### src/rtl/sonar_pkg.sv
// Shared state encoding, default timing constants and helpers for the
// three-sensor ultrasonic rangefinder sequencer.
package sonar_pkg;

  typedef enum logic [2:0] {
    IDLE,
    TRIG,
    WAIT_ECHO,
    MEASURE,
    GAP,
    DONE
  } state_t;

  localparam int unsigned TRIG_CYCLES    = 500;
  localparam int unsigned CM_CYCLES      = 2941;
  localparam int unsigned TIMEOUT_CYCLES = 1_500_000;
  localparam int unsigned GAP_CYCLES     = 50_000;
  localparam int unsigned DIST_W         = 10;

  function automatic int unsigned max3(input int unsigned a, input int unsigned b,
                                       input int unsigned c);
    int unsigned m;
    m = (a > b) ? a : b;
    return (m > c) ? m : c;
  endfunction

endpackage

### src/rtl/sonar_scheduler_contador_cm.sv
// Echo-width to centimetre converter shared by all three sensors: counts
// whole centimetres, rounds on the residue and flags over-long echoes.
module contador_cm #(
  parameter int unsigned CM_CYCLES      = sonar_pkg::CM_CYCLES,
  parameter int unsigned TIMEOUT_CYCLES = sonar_pkg::TIMEOUT_CYCLES
) (
  input  logic                        clock,
  input  logic                        reset,
  input  logic                        clear,
  input  logic                        enable,
  output logic [sonar_pkg::DIST_W-1:0] cm_arred,
  output logic                        estouro
);
  import sonar_pkg::*;

  localparam int unsigned SUB_W = $clog2(CM_CYCLES + 1);
  localparam int unsigned WID_W = $clog2(TIMEOUT_CYCLES + 1);
  localparam logic [DIST_W-1:0] CM_MAX    = '1;
  localparam logic [SUB_W-1:0]  SUB_LAST  = SUB_W'(CM_CYCLES - 1);
  localparam logic [SUB_W-1:0]  SUB_HALF  = SUB_W'(CM_CYCLES / 2);
  localparam logic [WID_W-1:0]  WID_LIMIT = WID_W'(TIMEOUT_CYCLES);

  logic [SUB_W-1:0]  sub;
  logic [DIST_W-1:0] cm;
  logic [WID_W-1:0]  width;

  // The raw width counter is kept apart from cm because cm saturates
  // long before the timeout limit when CM_CYCLES is small.
  always_ff @(posedge clock or negedge reset) begin
    if (!reset) begin
      sub   <= '0;
      cm    <= '0;
      width <= '0;
    end else if (clear) begin
      sub   <= '0;
      cm    <= '0;
      width <= '0;
    end else if (enable) begin
      if (sub == SUB_LAST) begin
        sub <= '0;
        if (cm != CM_MAX) cm <= cm + 1'b1;
      end else begin
        sub <= sub + 1'b1;
      end
      if (!estouro) width <= width + 1'b1;
    end
  end

  assign estouro  = (width == WID_LIMIT);
  assign cm_arred = ((sub >= SUB_HALF) && (cm != CM_MAX)) ? cm + 1'b1 : cm;

endmodule

### src/rtl/sonar_scheduler.sv
// Fires three rangefinders strictly in sequence, times each echo with one
// shared converter and publishes rounded distances plus timeout flags.
module sonar_scheduler #(
  parameter int unsigned TRIG_CYCLES    = sonar_pkg::TRIG_CYCLES,
  parameter int unsigned CM_CYCLES      = sonar_pkg::CM_CYCLES,
  parameter int unsigned TIMEOUT_CYCLES = sonar_pkg::TIMEOUT_CYCLES,
  parameter int unsigned GAP_CYCLES     = sonar_pkg::GAP_CYCLES
) (
  input  logic                         clock,
  input  logic                         reset,
  input  logic                         ligar,
  input  logic                         echo1,
  input  logic                         echo2,
  input  logic                         echo3,
  output logic                         trigger1,
  output logic                         trigger2,
  output logic                         trigger3,
  output logic [sonar_pkg::DIST_W-1:0] dist1,
  output logic [sonar_pkg::DIST_W-1:0] dist2,
  output logic [sonar_pkg::DIST_W-1:0] dist3,
  output logic [2:0]                   erro,
  output logic                         ocupado,
  output logic                         pronto
);
  import sonar_pkg::*;

  localparam int unsigned TMR_W = $clog2(max3(TRIG_CYCLES, TIMEOUT_CYCLES, GAP_CYCLES) + 1);
  localparam logic [TMR_W-1:0] TRIG_LAST    = TMR_W'(TRIG_CYCLES - 1);
  localparam logic [TMR_W-1:0] TIMEOUT_LAST = TMR_W'(TIMEOUT_CYCLES - 1);
  localparam logic [TMR_W-1:0] GAP_LAST     = TMR_W'(GAP_CYCLES - 1);

  state_t            state, state_nx;
  logic [1:0]        sel, sel_nx;
  logic [TMR_W-1:0]  timer, timer_nx;
  logic [2:0]        echo_meta, echo_sync, echo_prev;
  logic              echo_act, echo_rise;
  logic              cnt_clear, cnt_enable;
  logic              fin_ok, fin_to;
  logic [DIST_W-1:0] cm_arred;
  logic              estouro;
  logic [DIST_W-1:0] dist_q [3];
  logic [2:0]        erro_q;

  always_ff @(posedge clock or negedge reset) begin
    if (!reset) begin
      echo_meta <= '0;
      echo_sync <= '0;
      echo_prev <= '0;
    end else begin
      echo_meta <= {echo3, echo2, echo1};
      echo_sync <= echo_meta;
      echo_prev <= echo_sync;
    end
  end

  always_comb begin
    case (sel)
      2'd0:    begin echo_act = echo_sync[0]; echo_rise = echo_sync[0] & ~echo_prev[0]; end
      2'd1:    begin echo_act = echo_sync[1]; echo_rise = echo_sync[1] & ~echo_prev[1]; end
      default: begin echo_act = echo_sync[2]; echo_rise = echo_sync[2] & ~echo_prev[2]; end
    endcase
  end

  always_ff @(posedge clock or negedge reset) begin
    if (!reset) begin
      state <= IDLE;
      sel   <= '0;
      timer <= '0;
    end else begin
      state <= state_nx;
      sel   <= sel_nx;
      timer <= timer_nx;
    end
  end

  // The converter is held cleared while waiting and counts the rise cycle
  // itself, so its tick count equals the synchronized echo high time.
  always_comb begin
    state_nx   = state;
    sel_nx     = sel;
    timer_nx   = timer + 1'b1;
    cnt_clear  = 1'b1;
    cnt_enable = 1'b0;
    fin_ok     = 1'b0;
    fin_to     = 1'b0;
    unique case (state)
      IDLE: begin
        timer_nx = '0;
        if (ligar) begin
          sel_nx   = '0;
          state_nx = TRIG;
        end
      end
      TRIG: begin
        if (timer == TRIG_LAST) begin
          timer_nx = '0;
          state_nx = WAIT_ECHO;
        end
      end
      WAIT_ECHO: begin
        cnt_clear  = ~echo_rise;
        cnt_enable = echo_rise;
        if (echo_rise) begin
          timer_nx = '0;
          state_nx = MEASURE;
        end else if (timer == TIMEOUT_LAST) begin
          timer_nx = '0;
          fin_to   = 1'b1;
          state_nx = GAP;
        end
      end
      MEASURE: begin
        timer_nx   = '0;
        cnt_clear  = 1'b0;
        cnt_enable = echo_act;
        if (!echo_act) begin
          fin_ok   = 1'b1;
          state_nx = GAP;
        end else if (estouro) begin
          fin_to   = 1'b1;
          state_nx = GAP;
        end
      end
      GAP: begin
        if (timer == GAP_LAST) begin
          timer_nx = '0;
          if (sel == 2'd2) begin
            state_nx = DONE;
          end else begin
            sel_nx   = sel + 2'd1;
            state_nx = TRIG;
          end
        end
      end
      DONE: begin
        timer_nx = '0;
        state_nx = IDLE;
      end
      default: begin
        timer_nx = '0;
        state_nx = IDLE;
      end
    endcase
  end

  contador_cm #(
    .CM_CYCLES      (CM_CYCLES),
    .TIMEOUT_CYCLES (TIMEOUT_CYCLES)
  ) u_contador_cm (
    .clock    (clock),
    .reset    (reset),
    .clear    (cnt_clear),
    .enable   (cnt_enable),
    .cm_arred (cm_arred),
    .estouro  (estouro)
  );

  always_ff @(posedge clock or negedge reset) begin
    if (!reset) begin
      for (int k = 0; k < 3; k++) dist_q[k] <= '0;
      erro_q <= '0;
    end else if (fin_ok || fin_to) begin
      for (int k = 0; k < 3; k++) begin
        if (sel == 2'(k)) begin
          dist_q[k] <= fin_ok ? cm_arred : '0;
          erro_q[k] <= fin_to;
        end
      end
    end
  end

  assign trigger1 = (state == TRIG) && (sel == 2'd0);
  assign trigger2 = (state == TRIG) && (sel == 2'd1);
  assign trigger3 = (state == TRIG) && (sel == 2'd2);
  assign ocupado  = (state != IDLE);
  assign pronto   = (state == DONE);
  assign dist1    = dist_q[0];
  assign dist2    = dist_q[1];
  assign dist3    = dist_q[2];
  assign erro     = erro_q;

endmodule

### config.mk
export PLATFORM = sky130hd
export DESIGN_NAME = sonar_scheduler
export DESIGN_NICKNAME = d
export VERILOG_FILES = /design/src/rtl/sonar_pkg.sv /design/src/rtl/sonar_scheduler_contador_cm.sv /design/src/rtl/sonar_scheduler.sv
export SDC_FILE = /design/constraint.sdc
export NUM_CORES = 1
export LEC_CHECK = 0
export CAP_MARGIN = 20
export CORE_ASPECT_RATIO = 0.5
export CORE_MARGIN = 5
export CORE_UTILIZATION = 49
export CTS_BUF_LIST = sky130_fd_sc_hd__clkbuf_4 sky130_fd_sc_hd__clkbuf_8 sky130_fd_sc_hd__clkbuf_16
export DETAILED_ROUTE_END_ITERATION = 10
export PLACE_DENSITY_LB_ADDON = 0.08
export SLEW_MARGIN = 10
export SYNTH_ARGS = -nofsm -noshare
export SYNTH_HDL_FRONTEND = slang
export SYNTH_SLANG_ARGS = --single-unit
### constraint.sdc
create_clock -name clock -period 3.4 [get_ports clock]
set_input_delay 1.02 -clock clock [delete_from_list [all_inputs] [get_ports clock]]
set_output_delay 1.02 -clock clock [all_outputs]
set_load 0.01 [all_outputs]
==> impl_metrics.py, run 1 <==
metrics = {
    "floorplanning": {
        "die_w_microns": 160,
        "die_area_sq_um": 13500,
        "die_h_microns": 84.8,
        "initial_utilization_pct": 49.9,
        "row_count": 27,
        "core_area_sq_um": 11000,
        "io_pins": 44,
    },
    "clock_tree": {
        "cts_max_path_buffers": 2,
        "cts_tree": "yes",
        "clk-insertion-delay-late_ns": 0.35,
        "cts.reportedPaths.clkPinSlew_ns": 0.07,
        "holdBufCountCts": 0,
        "cts_resized": 0,
        "cts_setup_buffers": 0,
        "numClockSinks": 111,
        "cts_buffers": 9,
        "cts_root_buf": "clkbuf_16",
        "h-tree-depth": 3,
    },
    "yosys": {
        "yosysTopAreaCellShare_pct": 50.7,
        "synthArstFlopShare_pct": 100,
        "synth_flop_cell": "dfrtp_1",
        "yosysMostFrequentCell": "dfrtp_1",
        "synth_seq_cells": 111,
        "yosys_warnings": 0,
        "syn_nets": 563,
        "ys_seq_area_share_pct": 50.7,
        "ys_top_cells_by_count": "dfrtp_1, nor2_1, nand2_1",
        "syn_area_sq_um": 5480,
        "netlist-cell-type-count": 52,
        "netlist_instances": 547,
        "synthTopCellsByArea": "dfrtp_1, nor2_1, o2bb2ai_1, xor2_1, xnor2_1",
        "avgSynthCellArea_sq_um": 10.0,
        "yosysTopAreaCell": "dfrtp_1",
        "synth_edf_count": 0,
    },
    "timing": {
        "grt_setup_unrepaired": "false",
        "fmax_mhz": 321,
        "setup_tns_ns": 0,
        "hold_viol": 0,
        "fin_hold_ws_ns": 0.350,
        "max-slew-margin-rel_pct": 48.9,
        "final-max-slew-violation-count": 0,
        "worstMarginPinSlew_ns": 0.763,
        "final-setup-viol-count": 0,
        "finalClockSkew_ns": 0.0131,
        "finalCriticalPeriod_ns": 3.12,
        "min_period_over_period_pct": 91.7,
    },
    "critical_path": {
        "crit_top_cell": "nor2b_1",
        "end_kind": "output port",
        "cpPeakStageDelay_ns": 0.54,
        "r2r_cells": 9,
        "cpMaxStageDelayCell": "clkdlybuf4s50_1",
        "crit_required_ns": 2.38,
        "startpoint": "state[0]",
        "rr_startpoint": "sel[0]",
        "critPathMaxFanout": 11,
        "r2r_end": "u_contador_cm.cm[5]",
        "crit_type": "flop to output port",
        "arrival_ns": 2.10,
        "ff2ff_setup_slack_ns": 0.59,
        "cp-start-kind": "flop",
        "path_cells": "nor2b_1, nor2b_1, and2_1, clkdlybuf4s50_1",
    },
    "finish": {
        "drive_gt1_share_pct": 4.89,
        "final_cells": 738,
        "area_growth_pct": 16.0,
        "n_antenna_cell": 0,
        "final_area_sq_um": 6360,
        "layout.nets": 604,
    },
    "power": {
        "peakVddDrop_uv": 265,
        "pwr-share-clk_pct": 35.6,
        "p_seq_share_pct": 48.6,
        "p_leak_uw": 0.00258,
        "cellPowerDensity_nw_per_um2": 460,
        "p_comb_share_pct": 15.8,
        "p_switching_uw": 872,
        "swShare_pct": 29.8,
        "p_int_uw": 2050,
    },
    "outcome": {
        "status": "finished, final reports clean",
    },
    "drt": {
        "drt_iter0_drc": 212,
        "wl_mm": 11.5,
        "drc": 0,
        "avgViaCountPerCell": 5.54,
        "vias": 4085,
        "drt-pass1-iter-count": 4,
        "routedWlPerCell_microns": 15.5,
        "ant_nets": 0,
    },
    "min_path": {
        "hold_start": "echo_meta[2]",
        "whs_path_depth": 0,
        "hold_path_end": "echo_sync[2]",
        "hp-class": "flop to flop",
    },
    "global_route": {
        "track_usage_pct": 17.7,
        "grt_pass1_vias": 3912,
        "grt_remaining_overflow": 0,
        "grt_pass1_wl_mm": 19.7,
        "antenna_found_initial": 0,
        "grt_max_degree": 57,
    },
    "place": {
        "portBuffers": 43,
        "dp.cells": 722,
        "dpl-instance-area_sq_um": 6060,
        "post-dp-hpwl_mm": 8.16,
        "routabilityCongestion": 0.802,
    },
    "flow_run": {
        "cap_violations": 0,
    },
}
## per-layer routing
layer  part of all wire (%)  global-route usage [%]
met2                     45                    27.4
met4                   0.28                    3.94
met1                     51                    25.3
met5                      0                       0
met3                    3.5                    4.66
## how the worst max path moves through the flow
stage | to | depth (start not counted)
after floorplan | u_contador_cm.width[20] | 10
after global placement | sel[0] | 7
after detailed placement | trigger1 | 4
after CTS | trigger1 | 4
after global routing | trigger1 | 4
final | trigger1 | 4
## cell type report
class                      instances  area [sq um]
timing repair buffer              48           478
clock buffer                       9           225
sequential                       111          2780
multi-input combinational        403          2560
tap                              145           181
clock inverter                     7          76.3
inverter                          15          56.3
fill                             955          4620
## kinds of logic (layout without fill, tap and decap cells)
logic type | after synthesis | after routing | share of synthesized area [%]
AO/OA/AOI/OAI | 83 | 83 | 11.2
XOR/XNOR | 51 | 51 | 8.15
adder cells (fa/ha/maj) | 10 | 10 | 2.28
buffers and inverters | 33 | 79 | 2.58
flip-flops | 111 | 111 | 50.7
multiplexers | 7 | 7 | 1.32
AND/OR/NAND/NOR | 252 | 252 | 23.8
## critical path, delay by kind of cell (launching register included)
| family | cells | cell delay, ns |
|---|---|---|
| simple gates | 3 | 0.72 |
| buf+inv | 1 | 0.54 |
| flops | 1 | 0.51 |
## sequential cells by signal, indices dropped and copies added (netlist names)
register	flops
dist1	10
dist2	10
dist3	10
echo_meta	3
echo_prev	3
echo_sync	3
erro	3
sel	2
state	3
timer	21
u_contador_cm.cm	10
u_contador_cm.sub	12
u_contador_cm.width	21
## layout by cell type (no fill, tap or decap), types with 3 or more instances in the layout
master	Yosys	layout
nor2b_1	7	7
a21o_1	7	7
nand4b_1	3	3
o21bai_1	6	6
a22o_1	5	5
nand2_1	57	57
xor2_1	26	26
or4_1	4	4
a21oi_1	8	8
buf_4	0	5
dfrtp_1	111	111
or3_1	10	10
o21ai_0	14	14
nand4_1	17	17
clkbuf_16	0	9
clkdlybuf4s50_1	0	42
nor2_1	67	67
mux2i_1	5	5
o21ai_1	3	3
inv_1	15	15
nand3_1	21	21
and2_1	5	5
xnor2_1	25	25
o2bb2ai_1	27	27
nor3b_1	5	5
nor4_1	11	11
nor3_1	14	14
a32o_1	3	3
a31oi_1	3	3
and3_1	9	9
ha_1	10	10
inv_6	0	3
nor4b_1	3	3
and4_1	4	4
## per-stage QoR
step / util, % / setup WS, ns / power (uW)
6_report: 57.9 / 0.284 / 2930
5_1_grt: 57.9 / 0.154 / 3080
4_1_cts: 57.9 / 0.263 / 2970
3_5_place_dp: 55.2 / 0.647 / 1910
3_3_place_gp: 55.2 / 0.734 / 1910
2_1_floorplan: - / 0.811 / 1750
## power by group through the flow
stage | sequential, uW | combinational (uW) | clock, uW
2_1_floorplan | 1410 | 340 | 0
3_5_place_dp | 1450 | 467 | 0
3_3_place_gp | 1450 | 463 | 0
4_1_cts | 1420 | 468 | 1080
6_report | 1420 | 463 | 1040
5_1_grt | 1430 | 521 | 1120
(Power assumes the default switching activity.)
==> inputs of run 2 (changes only) <==
--- a/config.mk
+++ b/config.mk
@@ -12,7 +12,7 @@
 export CTS_BUF_LIST = sky130_fd_sc_hd__clkbuf_4 sky130_fd_sc_hd__clkbuf_8 sky130_fd_sc_hd__clkbuf_16
 export DETAILED_ROUTE_END_ITERATION = 10
 export PLACE_DENSITY_LB_ADDON = 0.08
-export SLEW_MARGIN = 10
+export SLEW_MARGIN = 20
 export SYNTH_ARGS = -nofsm -noshare
 export SYNTH_HDL_FRONTEND = slang
 export SYNTH_SLANG_ARGS = --single-unit
==> results of run 2 <==
No change in the layout: final DEF, timing and power equal those of run 1.
==> inputs of run 3 (changes only) <==
--- a/config.mk
+++ b/config.mk
@@ -12,6 +12,7 @@
 export CTS_BUF_LIST = sky130_fd_sc_hd__clkbuf_4 sky130_fd_sc_hd__clkbuf_8 sky130_fd_sc_hd__clkbuf_16
 export DETAILED_ROUTE_END_ITERATION = 10
 export PLACE_DENSITY_LB_ADDON = 0.08
+export RECOVER_POWER = 25
 export SLEW_MARGIN = 20
 export SYNTH_ARGS = -nofsm -noshare
 export SYNTH_HDL_FRONTEND = slang
==> constraint.sdc (replaced) <==
create_clock -name clock -period 3.25 [get_ports clock]
set_input_delay 0.975 -clock clock [delete_from_list [all_inputs] [get_ports clock]]
set_output_delay 0.975 -clock clock [all_outputs]
set_load 0.01 [all_outputs]
==> impl_metrics.py, run 3 (same netlist as run 1, synthesis figures left out) <==
metrics = {
    "drt": {
        "routedWlPerCell_microns": 15.1,
        "wl_mm": 11.2,
        "ant_nets": 0,
        "drt_iter0_drc": 348,
        "drc": 0,
        "avgViaCountPerCell": 5.50,
        "drt-pass1-iter-count": 4,
        "vias": 4061,
    },
    "global_route": {
        "grt_pass1_vias": 3970,
        "grt_pass1_wl_mm": 19.8,
        "grt_max_degree": 47,
        "track_usage_pct": 17.7,
        "antenna_found_initial": 0,
        "grt_remaining_overflow": 0,
    },
    "timing": {
        "worstMarginPinSlew_ns": 1.15,
        "max-slew-margin-rel_pct": 23.3,
        "grt_setup_unrepaired": "false",
        "final-setup-viol-count": 0,
        "final-max-slew-violation-count": 0,
        "fmax_mhz": 333,
        "setup_slack_ns": 0.250,
        "finalClockSkew_ns": 0.0106,
        "finalCriticalPeriod_ns": 3.00,
        "setup_tns_ns": 0,
        "min_period_over_period_pct": 92.3,
        "hold_viol": 0,
    },
    "floorplanning": {
        "initial_utilization_pct": 49.9,
        "die_area_sq_um": 13500,
        "die_h_microns": 84.8,
        "row_count": 27,
        "io_pins": 44,
        "core_area_sq_um": 11000,
        "die_w_microns": 160,
    },
    "power": {
        "pwr-share-clk_pct": 35.0,
        "peakVddDrop_uv": 360,
        "p_int_uw": 2140,
        "p_seq_share_pct": 49.1,
        "p_comb_share_pct": 15.9,
        "p_leak_uw": 0.00257,
        "p_switching_uw": 892,
        "swShare_pct": 29.4,
        "cellPowerDensity_nw_per_um2": 479,
    },
    "place": {
        "portBuffers": 43,
        "dp_slack_ns": 0.489,
        "post-dp-hpwl_mm": 8.06,
        "routabilityCongestion": 0.812,
        "dp.cells": 723,
        "dpl-instance-area_sq_um": 6060,
    },
    "critical_path": {
        "ff2ff_setup_slack_ns": 0.47,
        "critPathMaxFanout": 11,
        "crit_type": "flop to output port",
        "crit_required_ns": 2.27,
        "end_kind": "output port",
        "arrival_ns": 2.03,
        "cp-start-kind": "flop",
    },
    "clock_tree": {
        "cts_root_buf": "clkbuf_16",
        "numClockSinks": 111,
        "cts_resized": 0,
        "cts_tree": "yes",
        "cts_buffers": 9,
        "clk-insertion-delay-late_ns": 0.35,
        "cts_setup_buffers": 0,
        "cts.reportedPaths.clkPinSlew_ns": 0.07,
        "cts_max_path_buffers": 2,
        "h-tree-depth": 3,
        "holdBufCountCts": 0,
    },
    "finish": {
        "final_area_sq_um": 6340,
        "drive_gt1_share_pct": 5.22,
        "final_cell_mix": "dfrtp_1, nor2_1, nand2_1",
        "final_common_cell": "dfrtp_1",
        "n_antenna_cell": 0,
        "final_cells": 739,
        "nFillCells": 957,
        "layout.nets": 605,
        "area_growth_pct": 15.6,
        "reg_top3": "timer: 21 flops, u_contador_cm.width: 21 flops, u_contador_cm.sub: 12 flops",
    },
    "flow_run": {
        "cap_violations": 0,
    },
    "min_path": {
        "hp-class": "flop to flop",
    },
    "outcome": {
        "status": "finished, final reports clean",
    },
}
run 3: cell types whose count changed in the layout (fill, tap and decap cells not counted), sizes merged:
cell           delta
dlygate4sd3       +3
buf               -1
clkinvlp          +1
clkinv            -1
clkbuf            +2
clkdlybuf4s50     -3
run 3: per-stage QoR:
step | total power (uW) | hold slack (ns) | util, %
2_1_floorplan | 1830 | 0.331 | -
3_3_place_gp | 2000 | 0.332 | 55.2
3_5_place_dp | 2010 | 0.336 | 55.2
4_1_cts | 3090 | 0.353 | 57.9
5_1_grt | 3210 | 0.363 | 57.7
6_report | 3030 | 0.350 | 57.7
run 3: power groups by stage:
stage / Combinational (uW) / Clock, uW / Sequential [uW]
floorplan: 356 / 0 / 1480
global placement: 486 / 0 / 1510
detailed placement: 493 / 0 / 1520
CTS: 496 / 1100 / 1490
global route: 548 / 1170 / 1500
finish: 481 / 1060 / 1490
run 3: per-layer routing:
metal | GRT usage (%) | wire [microns]
met1 | 25.6 | 5880
met2 | 27.6 | 4820
met3 | 3.83 | 383
met4 | 3.54 | 95
met5 | 0 | 0
run 3: cell type report:
class	count	area [sq um]	share of cell area, %
timing repair buffer	49	468	7.38
inverter	15	56.3	0.888
sequential	111	2780	43.8
tap	145	181	2.86
clock buffer	9	225	3.55
clock inverter	7	63.8	1.01
multi-input combinational	403	2560	40.5
run 3: path summary, 6_finish.rpt:
kind,to,from,cells after the start
setup reg to reg,u_contador_cm.cm[7],sel[0],8
hold / removal,echo_sync[1],echo_meta[1],0
hold reg to reg,echo_sync[1],echo_meta[1],0
max in group asynchronous,timer[14],reset,2
setup / recovery,trigger1,state[0],4
min in group asynchronous,u_contador_cm.sub[10],reset,1
run 3: worst max-delay path, cell delays in order (launching register included):
cell	delay (ns)
dfrtp_1	0.50
nor2b_1	0.24
nor2b_2	0.25
and2_1	0.16
clkdlybuf4s50_1	0.53
